**src/rtl/video_pkg.sv**
```systemverilog
// Shared video timing types and standard mode tables.
package video_pkg;

  // One complete progressive raster mode description
  typedef struct packed {
    int h_active;
    int h_fp;
    int h_sync;
    int h_bp;
    int v_active;
    int v_fp;
    int v_sync;
    int v_bp;
    bit hs_pol;
    bit vs_pol;
  } video_timing_t;

  // Signals that travel together through the alignment delay line
  typedef struct packed {
    logic blank;
    logic de;
    logic hsync;
    logic vsync;
    logic line_start;
    logic frame_start;
  } sync_bundle_t;

  localparam int SYNC_BUNDLE_W = $bits(sync_bundle_t);

  localparam video_timing_t VT_640X480_60 = '{
    h_active: 640,  h_fp: 16,  h_sync: 96,  h_bp: 48,
    v_active: 480,  v_fp: 10,  v_sync: 2,   v_bp: 33,
    hs_pol: 1'b0,   vs_pol: 1'b0
  };

  localparam video_timing_t VT_800X600_60 = '{
    h_active: 800,  h_fp: 40,  h_sync: 128, h_bp: 88,
    v_active: 600,  v_fp: 1,   v_sync: 4,   v_bp: 23,
    hs_pol: 1'b1,   vs_pol: 1'b1
  };

  localparam video_timing_t VT_1280X720_60 = '{
    h_active: 1280, h_fp: 110, h_sync: 40,  h_bp: 220,
    v_active: 720,  v_fp: 5,   v_sync: 5,   v_bp: 20,
    hs_pol: 1'b1,   vs_pol: 1'b1
  };

endpackage

```
**src/rtl/video_delay_line.sv**
```systemverilog
// Enable-gated shift register with synchronous reset to a fixed value.
// DEPTH=0 degenerates to a plain wire.
module video_delay_line #(
  parameter int             W         = 1,
  parameter int             DEPTH     = 0,
  parameter logic [W-1:0]   RESET_VAL = '0
) (
  input  logic         clk,
  input  logic         reset,
  input  logic         en,
  input  logic [W-1:0] din,
  output logic [W-1:0] dout
);

  if (DEPTH == 0) begin : g_wire
    logic unused_ctl;
    assign unused_ctl = ^{clk, reset, en};
    assign dout = din;
  end else begin : g_sr
    logic [DEPTH-1:0][W-1:0] sr;

    // Shift one stage per enabled cycle; reset flushes every stage
    always_ff @(posedge clk) begin
      if (reset) begin
        sr <= {DEPTH{RESET_VAL}};
      end else if (en) begin
        sr[0] <= din;
        for (int i = 1; i < DEPTH; i++) sr[i] <= sr[i-1];
      end
    end

    assign dout = sr[DEPTH-1];
  end

endmodule

```
**src/rtl/video_timing_gen.sv**
```systemverilog
// Parametrised progressive raster timing generator. x/y are registered
// counter copies; the sync bundle is registered and then delayed by PIPE
// more stages so pixel sources can fetch PIPE cycles ahead.
module video_timing_gen
  import video_pkg::*;
#(
  parameter int H_ACTIVE = 640,
  parameter int H_FP     = 16,
  parameter int H_SYNC   = 96,
  parameter int H_BP     = 48,
  parameter int V_ACTIVE = 480,
  parameter int V_FP     = 10,
  parameter int V_SYNC   = 2,
  parameter int V_BP     = 33,
  parameter bit HS_POL   = 1'b1,
  parameter bit VS_POL   = 1'b1,
  parameter int PIPE     = 0,
  parameter int CW       = 12
) (
  input  logic          clk,
  input  logic          reset,
  input  logic          en,
  output logic [CW-1:0] x,
  output logic [CW-1:0] y,
  output logic          blank,
  output logic          de,
  output logic          hsync,
  output logic          vsync,
  output logic          line_start,
  output logic          frame_start
);

  localparam int H_TOTAL = H_ACTIVE + H_FP + H_SYNC + H_BP;
  localparam int V_TOTAL = V_ACTIVE + V_FP + V_SYNC + V_BP;
  localparam int HS_BEG  = H_ACTIVE + H_FP;
  localparam int HS_END  = H_ACTIVE + H_FP + H_SYNC;
  localparam int VS_BEG  = V_ACTIVE + V_FP;
  localparam int VS_END  = V_ACTIVE + V_FP + V_SYNC;

  localparam sync_bundle_t SYNC_RST = '{
    blank: 1'b1, de: 1'b0, hsync: ~HS_POL, vsync: ~VS_POL,
    line_start: 1'b0, frame_start: 1'b0
  };

  if ((2**CW) < H_TOTAL || (2**CW) < V_TOTAL) begin : g_err_cw
    $error("video_timing_gen: CW too narrow for H_TOTAL/V_TOTAL");
  end
  if (H_FP == 0 || H_SYNC == 0 || H_BP == 0 ||
      V_FP == 0 || V_SYNC == 0 || V_BP == 0) begin : g_err_zero
    $error("video_timing_gen: porch and sync widths must be non-zero");
  end
  if (PIPE < 0) begin : g_err_pipe
    $error("video_timing_gen: PIPE must be non-negative");
  end

  logic [CW-1:0] hcnt, vcnt;
  sync_bundle_t  dec, dec_q, sync_o;

  // Decode the sync bundle from the current counter position
  always_comb begin
    dec             = SYNC_RST;
    dec.blank       = (hcnt >= CW'(H_ACTIVE)) || (vcnt >= CW'(V_ACTIVE));
    dec.de          = ~dec.blank;
    dec.hsync       = (hcnt >= CW'(HS_BEG) && hcnt < CW'(HS_END)) ? HS_POL : ~HS_POL;
    dec.vsync       = (vcnt >= CW'(VS_BEG) && vcnt < CW'(VS_END)) ? VS_POL : ~VS_POL;
    dec.line_start  = (hcnt == '0);
    dec.frame_start = (hcnt == '0) && (vcnt == '0);
  end

  // Raster counters plus registered coordinate and sync-bundle outputs
  always_ff @(posedge clk) begin
    if (reset) begin
      hcnt  <= '0;
      vcnt  <= '0;
      x     <= '0;
      y     <= '0;
      dec_q <= SYNC_RST;
    end else if (en) begin
      x     <= hcnt;
      y     <= vcnt;
      dec_q <= dec;
      if (hcnt == CW'(H_TOTAL - 1)) begin
        hcnt <= '0;
        vcnt <= (vcnt == CW'(V_TOTAL - 1)) ? '0 : vcnt + 1'b1;
      end else begin
        hcnt <= hcnt + 1'b1;
      end
    end
  end

  video_delay_line #(
    .W         (SYNC_BUNDLE_W),
    .DEPTH     (PIPE),
    .RESET_VAL (SYNC_RST)
  ) u_sync_dly (
    .clk   (clk),
    .reset (reset),
    .en    (en),
    .din   (dec_q),
    .dout  (sync_o)
  );

  assign blank       = sync_o.blank;
  assign de          = sync_o.de;
  assign hsync       = sync_o.hsync;
  assign vsync       = sync_o.vsync;
  assign line_start  = sync_o.line_start;
  assign frame_start = sync_o.frame_start;

endmodule
```
**config.mk**
```make
export PLATFORM = sky130hd
export DESIGN_NAME = video_timing_gen
export DESIGN_NICKNAME = d
export VERILOG_FILES = /design/src/rtl/video_pkg.sv /design/src/rtl/video_delay_line.sv /design/src/rtl/video_timing_gen.sv
export SDC_FILE = /design/constraint.sdc
export NUM_CORES = 1
export LEC_CHECK = 0
export BUFFER_PORTS_ARGS = -buffer_cell sky130_fd_sc_hd__buf_2
export CAP_MARGIN = 20
export CORE_MARGIN = 2
export CORE_UTILIZATION = 63
export CTS_BUF_LIST = sky130_fd_sc_hd__clkbuf_8
export CTS_CLUSTER_DIAMETER = 30
export DETAILED_ROUTE_END_ITERATION = 8
export HOLD_SLACK_MARGIN = 0.06
export PLACE_DENSITY = 0.85
export REMOVE_ABC_BUFFERS = 1
export SYNTH_ARGS = -nofsm -noshare
export SYNTH_HDL_FRONTEND = slang
export SYNTH_SLANG_ARGS = --single-unit
```
**constraint.sdc**
```tcl
create_clock -name clk -period 4.36 [get_ports clk]
set_clock_uncertainty 0.1 [all_clocks]
set_input_delay 0 -clock clk [delete_from_list [all_inputs] [get_ports clk]]
set_output_delay 0 -clock clk [all_outputs]
set_load 0.01 [all_outputs]
```
Word level (Yosys, flattened, before mapping)
Cells that the tools add are included.

storage, ports and cells
  register bits after elaboration = 54
  bits of input ports = 3
  output and inout port bits = 30
  memories kept = 0
  logic and storage cells = 32
  memory bits (read-only) = 0
  memory bits (writable) = 0
  latch bits = 0

cells by class
  bitwise gates (word level) = 1
  multipliers = 0
  mux-type cells = 4
  div/mod/pow operators = 0
  shift-type cells = 0
  reductions and logical operators = 7
  equality and inequality tests = 2
  $add $sub $neg = 2
  $lt $le $gt $ge = 6

operators with widths
  cell                     count
  $add A12 B1 Y12 const B  2
  $eq A12 B10 Y1 const B   2
  $ge A12 B10 Y1 const B   2
  $ge A12 B9 Y1 const B    2
  $logic_not A12 Y1        2
  $mux W12                 2
  $lt A12 B10 Y1 const B   1
  $lt A12 B9 Y1 const B    1
  $logic_and A1 B1 Y1      3
  $mux W1                  2
  $reduce_and A2 Y1        1
  $logic_or A1 B1 Y1       1
  $not A1 Y1               1

Logic depth before layout (Yosys ltp)
Gate-level depths: netlist of the first run.

  depth after elaboration = 3
  gate-level depth with buffers = 7

By module
Synthesis of the first run repeated with hierarchy kept, for this count alone.

second synthesis, totals
  cells, all modules = 280
  area, all modules = 2462.4 µm²

by module, submodules not included
  module            area each (µm²)  seq. area each (µm²)  cells each  times used
  video_timing_gen  2417.3           1081.0                274         1
  video_delay_line  45.0             0.0                   6           1

Worst setup path before layout of the first run
Ideal clock, no wire load.

  path type = register to register
  start point = reg vcnt[0]
  end point = reg vcnt[9]
  path slack = 2643 ps
  required time = 4180 ps
  stages on the path, launching flop included = 8
  path buffers = 1
  setup time = 80 ps
  data arrival time = 1537 ps
  path through = dfxtp_1 -> inv_1 -> ha_1 -> nor4b_1 -> a41oi_1 -> clkbuf_1 -> o211ai_1 -> o211ai_1

on the way
  longest elaborated chain between the ends = 2
  elaborated cells on any way between the ends = 3

ends and longest elaborated chain
  what                                               RTL line                source
  start, declared                                    video_timing_gen.sv:56  logic [CW-1:0] hcnt, vcnt;
  start signal, assigned                             video_timing_gen.sv:84  vcnt <= (vcnt == CW'(V_TOTAL - 1)) ? '0 : vcnt + 1'b1;
  $add A12 B1 Y12 or $eq A12 B10 Y1 (tied branches)  video_timing_gen.sv:84
  $mux W12 *                                         video_timing_gen.sv:84

Mark *: on every way between the ends. The rest lies on a longest branch, timed or not.
A chain may end at the register's enable or synchronous reset.

Final worst setup path of the first run
  start point = reg vcnt[1]
  end point = reg vcnt[3]

The elaborated chain is that of the path after synthesis.

==> results of run 1 <==
## layout by cell type, fill, tap and decap left out, types with 2 or more instances in the layout
cell type | synthesis | final
nand3_1 | 12 | 12
o211ai_1 | 7 | 7
or3_1 | 5 | 5
or4_1 | 3 | 3
inv_1 | 9 | 9
ha_1 | 4 | 4
clkbuf_8 | 0 | 6
nand4_1 | 7 | 7
a22oi_1 | 3 | 3
nor3_1 | 6 | 6
xnor2_1 | 5 | 5
o21ai_0 | 5 | 5
nor4_1 | 4 | 4
or2_2 | 3 | 3
o22ai_1 | 2 | 2
nand2b_1 | 7 | 7
a41oi_1 | 2 | 2
nand2_1 | 16 | 16
o31ai_1 | 2 | 2
and2_1 | 5 | 5
a21oi_1 | 9 | 9
dfxtp_1 | 54 | 54
nor2_1 | 39 | 39
mux2i_1 | 23 | 23
buf_2 | 7 | 32
nor4b_1 | 4 | 4
xor2_1 | 4 | 4
nor2b_1 | 2 | 2
## synth_stat cells, drive strengths merged (3+ instances only)
cell type  number  area share [%]
dfxtp          54              45
nor2           39             6.1
mux2i          23             9.5
nand2          16             2.5
nand3          13             2.9
clkbuf         11             1.7
a21oi          10             2.2
inv             9             1.4
buf             8             1.6
nand4           8             2.3
nand2b          7             1.8
o211ai          7             2.2
nor3            6             1.2
o21ai           6             1.2
and2            5             1.3
or3             5             1.3
xnor2           5             1.8
ha              4             2.1
nor4            4             1.0
nor4b           4             1.4
or2             4             1.0
xor2            4             1.4
a22oi           3            0.93
or4             3            0.93
## final cells by class
type | count | area (sq um) | share of cell area (%)
Multi-Input combinational cell | 192 | 1220 | 45.8
Clock inverter | 1 | 30.0 | 1.12
Inverter | 9 | 33.8 | 1.27
Tap cell | 48 | 60.1 | 2.25
Timing Repair Buffer | 32 | 160 | 6.00
Sequential cell | 54 | 1080 | 40.5
Clock buffer | 6 | 82.6 | 3.09
## worst reg2reg max path: stages, from the launching register on
cell	delay [ns]
dfxtp_1	0.44
inv_1	0.10
ha_1	0.18
nor4b_1	0.15
a41oi_1	0.87
nand2_1	0.48
o31ai_1	0.32
## final timing paths
path | start | end | slack [ns]
hold / removal | reset | x[3]$_SDFFE_PP0P_ | 0.09
hold reg to reg | dec_q[2]$_SDFFE_PP0P_ | dec_q[2]$_SDFFE_PP0P_ | 0.37
setup reg to reg | vcnt[1]$_SDFFE_PP0P_ | vcnt[3]$_SDFFE_PP0P_ | 1.64
setup / recovery | vcnt[1]$_SDFFE_PP0P_ | vcnt[3]$_SDFFE_PP0P_ | 1.64
## cells by family (layout without fill, tap and decap cells)
family	count (synthesis)	count (layout)	synth area share, %
buffers and inverters	28	48	4.71
adders and majority gates	4	4	2.07
muxes	23	23	9.52
xor gates and xnor gates	9	9	3.26
AOI/OAI and AO/OA	35	35	9.58
and+or+nand+nor	121	121	26.1
DFF	54	54	44.7
## sequential cells by signal (all words and copies together) (netlist names)
name and flops:
dec_q 6, hcnt 12, vcnt 12, x 12, y 12
## routing by layer
layer,share of wire [%],GRT usage (%),vias up
li1,-,-,992
met1,47,31.4,970
met2,46,39.0,52
met3,7.2,6.81,2
met4,0.52,7.40,0
met5,0,0,-
## metrics by stage
step           power [mW]  instance area (sq um)  utilization [%]  cells
6_report            0.895                   2670             72.4    342
5_1_grt             0.926                   2670             72.4    342
4_1_cts             0.896                   2670             72.4    342
3_5_place_dp        0.570                   2560             69.3    335
3_3_place_gp        0.568                   2560             69.3    335
2_1_floorplan       0.546                   2340                -    255
## power groups by stage
stage / Combinational [mW] / Clock [mW] / Sequential, mW
2_1_floorplan: 0.0262 / 0 / 0.520
3_3_place_gp: 0.0491 / 0 / 0.519
3_5_place_dp: 0.0506 / 0 / 0.519
4_1_cts: 0.0507 / 0.338 / 0.508
5_1_grt: 0.0552 / 0.362 / 0.509
6_report: 0.0504 / 0.336 / 0.508
==> out/metrics.yaml, run 1 <==
status: "finished, final reports clean"
track_usage_pct: 24.2
worstPathArrival_ns: 2.85
row_count: 22
first_pass_iters: 4
hp-class: "in -> reg"
dieArea_sq_mm: 0.00435
seqPwrFrac_pct: 56.8
slowest_delay_ns: 0.87
hpwl_mm: 3.19
routed_via_density: 5.89
ir_drop_mv: 0.304
cts_resized: 0
cts.sinks: 54
syn2layout_area_growth_pct: 10.5
num_antenna_cells: 0
cts_made_buffers: 5
root_buffer: "clkbuf_8"
antenna_left: 0
cp_max_fo: 12
critical_path.cell_chain: "inv_1 -> ha_1 -> nor4b_1 -> a41oi_1 -> nand2_1 -> o31ai_1"
fin_hold_ws_ns: 0.0922
grt_antenna_before_repair: 0
pwr-share-comb_pct: 5.6
p_switching_mw: 0.190
vias: 2016
worstPathRequired_ns: 4.48
maxSlewHeadroom_pct: 28.3
crit_type: "reg -> reg"
overflow: 0
cts.clk_slew.worst_paths_ns: 0.09
pre_cts_ws_ns: 1.72
post_cts_buffers: 0
startpoint_type: "register"
hold_viol: 0
r2r_cells: 6
drtIter0Drc: 111
portBuffers: 32
syn-mean-instance-area_sq_um: 8.82
seq_area_frac_synth_pct: 44.7
place.gp.congestion: 0.881
drive_gt1_share_pct: 16.3
grt_pass1_vias: 1868
switching_share_pct: 21.3
syn_area_sq_mm: 0.00242
internal_power_mw: 0.705
rsz0062_at_grt: "no"
wl_per_cell_um: 13.9
setup_tns_ns: 0
ios: 33
die_height_um: 65.9
syn-instance-count: 274
setup_violations: 0
postSynth.asyncResetShare_pct: 0
die_w_um: 65.9
cpLargestDelayFamily: "compound AO/OA/AOI/OAI gates"
pwr_density_cell_mw_per_mm2: 335
worst_pin_slew_ns: 1.06
pwr-share-clk_pct: 37.6
maxSlewViolCount: 0
synthFlopType: "dfxtp_1"
cts-htree-levels: 2
cts_hold_buffers: 0
cts_tree: "built"
ys_warn_count: 0
grt_first_pass_wirelength_mm: 8.14
nets: 301
period_share_pct: 62.5
min_path_cells: 2
setup_ws_ns: 1.64
clock_latency_ns: 0.30
cp_slowest_cell: "a41oi_1"
cp_num_buf_inv: 1
synth-edff-count: 0
drv_cap: 0
crit_cells: 6
grt_max_degree: 41
yosys_register_bits: 54
fillers: 308
max_freq_mhz: 367
finalWirelength_mm: 4.77
drc: 0
fin_crit_ns: 2.72
ys_types: 42
p_leak_nw: 1.07
end_kind: "register"
cts_max_path_buffers: 2
core_area_sq_mm: 0.00369
start_util_pct: 65.5
(Power assumes the default switching activity.)
==> run 2, diff against run 1 <==
ABC_AREA = 1   (was default)
CORE_UTILIZATION = 54   (was 63)
PLACE_DENSITY = 0.77   (was 0.85)
clock period = 2.3 ns   (was 4.36 ns; I/O delays follow)
==> run 2 against run 1 <==
First-iteration DRC count up 58%. Count of clock-buffer cells in the layout is the same. Worst hold slack got worse by 0.033 ns. Final area up 4.9%. Utilization down 9.4 points. Synthesized cell count up 30%. Flip-flop and latch count did not move. Global-route usage fell by 1.5 points. Routed wire length is 17% higher. Maximum frequency is 65% higher. Critical endpoint is now vcnt[0]$_SDFFE_PP0P_. Largest cell class unchanged.
==> out/metrics.yaml, run 2 <==
synth_common_cells: "nand2_1 (84), dfxtp_1 (54), nor2_1 (54)"
max_freq_mhz: 604  # +65%
rsz0062_at_grt: "no"
postSynth.asyncResetShare_pct: 0  # unchanged
syn_area_sq_mm: 0.00254  # +5.1%
period_share_pct: 72.0  # +9.5 points
syn2layout_area_growth_pct: 10.2
fin_crit_ns: 1.66  # -1.07 ns
fin_hold_ws_ns: 0.0587  # -0.0335 ns
fillers: 419  # +36%
synth_top_area_cell: "dfxtp_1"
maxSlewHeadroom_pct: 54.9  # +27 points
place.gp.congestion: 0.913  # +3.6%
netlist_top_cells_area: "dfxtp_1 (43%), nand2_1 (12%), nor2_1 (8.0%), a21oi_1 (7.1%), o21ai_0 (4.3%)"
syn-mean-instance-area_sq_um: 7.11  # -19%
cts_resized: 0  # unchanged
die_height_um: 72.6  # +10%
grt_first_pass_wirelength_mm: 9.49  # +17%
synth-edff-count: 0  # unchanged
yosys_register_bits: 54  # unchanged
synth.most_common_cell: "nand2_1"
vias: 2338  # +16%
finalWirelength_mm: 5.59  # +17%
p_leak_nw: 1.21  # +13%
worst_pin_slew_ns: 0.676  # -0.384 ns
grt_max_degree: 28  # -32%
cts_made_buffers: 5  # unchanged
ir_drop_mv: 0.335  # +10%
wl_per_cell_um: 12.8  # -8.1%
syn-instance-count: 357  # +30%
start_util_pct: 57.2  # -8.4 points
root_buffer: "clkbuf_8"
cts_tree: "built"
cts_hold_buffers: 0  # unchanged
track_usage_pct: 22.7  # -1.5 points
routed_via_density: 5.35  # -9.2%
synthFlopType: "dfxtp_1"
hold_viol: 0  # unchanged
drv_cap: 0  # unchanged
synthAdderAreaFrac_pct: 1.97  # -0.10 points
synth_top_family_by_area: "simple AND/OR/NAND/NOR gates"
cts-htree-levels: 2  # unchanged
crit_type: "reg -> reg"
status: "finished, final reports clean"
die_w_um: 72.6  # +10%
post_cts_buffers: 0  # unchanged
ios: 33  # unchanged
grt_pass1_vias: 2069  # +11%
netlist.area_leader.share_pct: 42.6  # -2.2 points
worstPathArrival_ns: 1.75  # -1.10 ns
yosys.area_share.xor_xnor_pct: 2.76  # -0.50 points
clock_latency_ns: 0.30  # about the same
r2r-start: "hcnt[0]$_SDFFE_PP0P_"
drtIter0Drc: 175  # +58%
core_area_sq_mm: 0.00444  # +20%
synth_mux_area_share_pct: 0  # -9.5 points
seq_area_sq_mm: 0.00108  # unchanged
antenna_left: 0  # unchanged
multiInputGateArea_sq_mm: 0.00127  # +4.2%
hpwl_mm: 4.03  # +26%
reg2reg_to: "vcnt[0]$_SDFFE_PP0P_"
num_antenna_cells: 0  # unchanged
hp-start: "en"
worst-r2r-setup-slack_ns: 0.64  # -0.99 ns
synth-simple-area-share_pct: 33.1  # +7.0 points
ys_warn_count: 0  # unchanged
cp_max_fo: 7  # -5
power_mw: 1.64  # +83%
seq_area_frac_synth_pct: 42.6  # -2.2 points
first_pass_iters: 5  # +1
grt_antenna_before_repair: 0  # unchanged
nets: 391  # +30%
final_cell_mix: "nand2_1 (84), nor2_1 (54), dfxtp_1 (54)"
drive_gt1_share_pct: 14.5  # -1.8 points
cts.clk_slew.worst_paths_ns: 0.09  # about the same
portBuffers: 32  # unchanged
end_kind: "register"
ys_types: 27  # -36%
dieArea_sq_mm: 0.00527  # +21%
drc: 0  # unchanged
synth-compound-area-share_pct: 12.3  # +2.7 points
setup_violations: 0  # unchanged
maxSlewViolCount: 0  # unchanged
cts_max_path_buffers: 2  # unchanged
worstPathRequired_ns: 2.39  # -2.09 ns
row_count: 24  # +9.1%
setup_tns_ns: 0  # unchanged
layout_commonest_cell: "nand2_1"
min_path_cells: 2  # unchanged
r2r_cells: 8  # +2
pwr_density_cell_mw_per_mm2: 584  # +74%
holdPathEnd: "x[9]$_SDFFE_PP0P_"
overflow: 0  # unchanged
startpoint_type: "register"
cts.sinks: 54  # unchanged
hp-class: "in -> reg"
[run 2: critical path, cell delays in order, from the launching register on]
cell and delay [ns]:
dfxtp_1 0.40, ha_1 0.19, nand2_1 0.13, nor2_4 0.16, nand2_2 0.11, nor2_8 0.15, nand2_4 0.08, nand2_2 0.13
o21ai_0 0.10
[run 2: how the worst max path moves through the flow]
stage | endpoint | from
finish | vcnt[0]$_SDFFE_PP0P_ | hcnt[0]$_SDFFE_PP0P_
global placement | vcnt[0]$_SDFFE_PP0P_ | hcnt[0]$_SDFFE_PP0P_
detailed placement | vcnt[0]$_SDFFE_PP0P_ | hcnt[0]$_SDFFE_PP0P_
CTS | vcnt[0]$_SDFFE_PP0P_ | hcnt[0]$_SDFFE_PP0P_
floorplan | vcnt[0]$_SDFFE_PP0P_ | hcnt[0]$_SDFFE_PP0P_
global route | hcnt[10]$_SDFFE_PP0P_ | hcnt[0]$_SDFFE_PP0P_
[run 2: metal layers]
| layer | global-route usage (%) | part of all wire (%) | vias to the layer above |
|---|---|---|---|
| li1 | - | - | 1215 |
| met3 | 4.70 | 6.1 | 4 |
| met5 | 0 | 0 | - |
| met4 | 6.58 | 0.89 | 0 |
| met2 | 34.1 | 43 | 72 |
| met1 | 32.9 | 50 | 1047 |
[run 2: logic make-up (layout without fill, tap and decap cells)]
logic type | Yosys count | after routing
AND/OR/NAND/NOR | 188 | 188
AO/OA/AOI/OAI | 61 | 61
flip-flops | 54 | 54
buffers and inverters | 42 | 70
XOR/XNOR | 8 | 8
adder cells (fa/ha/maj) | 4 | 4
[run 2: cell type report]
class / count / share of cell area (%)
clock buffer: 6 / 2.95
clock inverter: 2 / 0.447
inverter: 27 / 3.66
multi-input combinational: 261 / 45.5
sequential: 54 / 38.6
tap: 52 / 2.32
timing repair buffer: 35 / 6.52
[run 2: report_power, final]
part | switching, mW | total, mW | internal [mW] | leakage (nW)
combinational | 0.0776 | 0.119 | 0.0413 | 0.726
clock | 0.300 | 0.542 | 0.242 | 0.0472
sequential | 0.0136 | 0.975 | 0.962 | 0.440
total | 0.391 | 1.64 | 1.25 | 1.21
[run 2: through the flow]
step	utilization, %	setup slack (ns)	area (sq um)	std cells
3_5_place_dp	60.9	0.658	2710	429
2_1_floorplan	-	0.869	2460	342
5_1_grt	63.0	0.499	2800	437
4_1_cts	63.0	0.642	2800	437
3_3_place_gp	60.9	0.719	2710	429
6_report	63.0	0.644	2800	437
==> run 3, diff against run 2 <==
CORE_UTILIZATION = 59   (was 54)
PLACE_DENSITY = 0.8   (was 0.77)
clock period = 1.6 ns   (was 2.3 ns; I/O delays follow)
==> run 3 against run 2 <==
Total power grew 54%. Maximum frequency is 8.8% higher. Critical path depth fell by 2. Non-clock buffer count increased by 13. Via count rose by 5.3%. Cell count up 2.3%. Die area shrank 8.0%. Sequential share of layout area shrank 2.0 points. Global-route usage up 3.3 points. Highest routed layer unchanged. Largest cell class unchanged. Critical endpoint is now dec_q[5]$_SDFFE_PP1P_. Combinational power is 62% higher. Sequential power grew 44%. Register-to-register slack lost 0.57 ns.
==> out/metrics.yaml, run 3 (same netlist as run 2, synthesis figures left out) <==
drv_cap: 0  # unchanged
drc: 0  # unchanged
overflow: 0  # unchanged
maxSlewHeadroom_pct: 79.6  # +25 points
nets: 404  # +3.3%
clock_latency_ns: 0.31  # about the same
fillers: 332  # -21%
period_share_pct: 95.1  # +23 points
cts_max_path_buffers: 2  # unchanged
ir_drop_mv: 0.620  # +85%
worstPathArrival_ns: 1.68  # -0.07 ns
grt_pass1_vias: 2260  # +9.2%
track_usage_pct: 25.9  # +3.3 points
status: "finished, final reports clean"
dieArea_sq_mm: 0.00485  # -8.0%
pwr-share-clk_pct: 36.8  # +3.7 points
routed_via_density: 5.51  # +2.9%
grt_first_pass_wirelength_mm: 10.3  # +8.1%
end_kind: "register"
cts-htree-levels: 2  # unchanged
setup_ws_ns: 0.0786  # -0.565 ns
antenna_left: 0  # unchanged
min_path_cells: 2  # unchanged
worst_pin_slew_ns: 0.306  # -0.370 ns
hp-class: "reg -> reg"
pwr_density_cell_mw_per_mm2: 845  # +45%
row_count: 23  # -4.2%
power_mw: 2.53  # +54%
finalWirelength_mm: 6.10  # +9.1%
p_switching_mw: 0.568  # +45%
cts.clk_slew.worst_paths_ns: 0.09  # about the same
switching_share_pct: 22.5  # -1.4 points
portBuffers: 32  # unchanged
layout_commonest_cell: "nand2_1"
seqPwrFrac_pct: 55.5  # -4.1 points
start_util_pct: 62.6  # +5.4 points
cts_tree: "built"
ios: 33  # unchanged
final_cell_mix: "nand2_1 (83), nor2_1 (50), dfxtp_1 (45)"
internal_power_mw: 1.96  # +57%
grt_antenna_before_repair: 0  # unchanged
hpwl_mm: 4.14  # +2.7%
first_pass_iters: 4  # -1
final_cells: 447  # +2.3%
setup_violations: 0  # unchanged
crit_type: "reg -> reg"
num_antenna_cells: 0  # unchanged
pwr-share-comb_pct: 7.7  # +0.4 points
die_height_um: 69.6  # -4.1%
seq_area_sq_mm: 0.00109  # +1.3%
cts_made_buffers: 5  # unchanged
syn2layout_area_growth_pct: 17.7
p_leak_nw: 1.31  # +7.6%
hold_viol: 0  # unchanged
cts.sinks: 54  # unchanged
place_inst: 436  # +1.6%
max_freq_mhz: 657  # +8.8%
pre_cts_ws_ns: 0.0144  # -0.643 ns
worstPathRequired_ns: 1.76  # -0.63 ns
fin_crit_ns: 1.52  # -0.135 ns
cp_max_fo: 6  # -1
multiInputGateArea_sq_mm: 0.00133  # +4.5%
vias: 2462  # +5.3%
die_w_um: 69.6  # -4.1%
drtIter0Drc: 164  # -6.3%
drive_gt1_share_pct: 21.9  # +7.4 points
root_buffer: "clkbuf_8"
core_area_sq_mm: 0.00406  # -8.7%
maxSlewViolCount: 0  # unchanged
grt_max_degree: 28  # unchanged
wl_per_cell_um: 13.7  # +6.7%
r2r_cells: 6  # -2
startpoint_type: "register"
place.gp.congestion: 0.916  # +0.34%
==> run 3: per-stage QoR <==
step | instance area, sq um | hold slack, ns | TNS (ns) | utilization (%)
final | 2990 | 0.362 | 0 | 73.7
after floorplan | 2460 | -0.0309 | 0 | -
after detailed placement | 2770 | 0.306 | 0 | 68.3
after global placement | 2770 | 0.298 | 0 | 68.3
after CTS | 2910 | 0.363 | 0 | 71.6
after global routing | 2990 | 0.405 | -0.0168 | 73.7
==> run 3: timing repair <==
item                                    4_1_cts  5_1_grt
pin swaps                                     0        3
hold endpoints to repair                      6        0
hold buffers                                  2        0
setup buffers                                 0        2
endpoints found under the setup margin        1       22
gates cloned                                  0        0
resized for setup                             2       22
==> run 3: layout make-up <==
cell class	count	share of cell area, %
clock buffer	6	2.76
clock inverter	1	1.00
inverter	27	3.43
multi-input combinational	261	44.5
sequential	54	36.6
tap	50	2.09
timing repair buffer	48	9.54
==> run 3: metal layers <==
| metal | track usage, % | wire (um) | vias to the layer above | part of all wire, % |
|---|---|---|---|---|
| met3 | 6.69 | 443 | 9 | 7.3 |
| met4 | 9.40 | 94 | 0 | 1.5 |
| met5 | 0 | 0 | - | 0 |
| met1 | 34.2 | 2700 | 1134 | 44 |
| met2 | 41.2 | 2870 | 84 | 47 |
| li1 | - | - | 1235 | - |
==> run 3: path summary, 6_finish.rpt <==
| kind | start | slack (ns) | end |
|---|---|---|---|
| setup / recovery | vcnt[8]$_SDFFE_PP0P_ | 0.08 | dec_q[5]$_SDFFE_PP1P_ |
| hold / removal | x[3]$_SDFFE_PP0P_ | 0.36 | x[3]$_SDFFE_PP0P_ |
| setup reg to reg | vcnt[8]$_SDFFE_PP0P_ | 0.08 | dec_q[5]$_SDFFE_PP1P_ |
| hold reg to reg | x[3]$_SDFFE_PP0P_ | 0.36 | x[3]$_SDFFE_PP0P_ |
==> run 3: power groups by stage <==
| stage | Sequential (mW) | Combinational (mW) | Clock, mW |
|---|---|---|---|
| final | 1.40 | 0.193 | 0.930 |
| after global routing | 1.41 | 0.214 | 0.992 |
| after CTS | 1.40 | 0.184 | 0.933 |
| after detailed placement | 1.43 | 0.179 | 0 |
| after global placement | 1.43 | 0.175 | 0 |
| after floorplan | 1.45 | 0.0648 | 0 |
==> run 3: worst max-delay path: stages (launching register included) <==
cell and delay, ns:
dfxtp_1 0.46, inv_1 0.18, nor3_1 0.28, nand2_1 0.13
nand3_1 0.15, o21ai_0 0.11, nand2_1 0.06
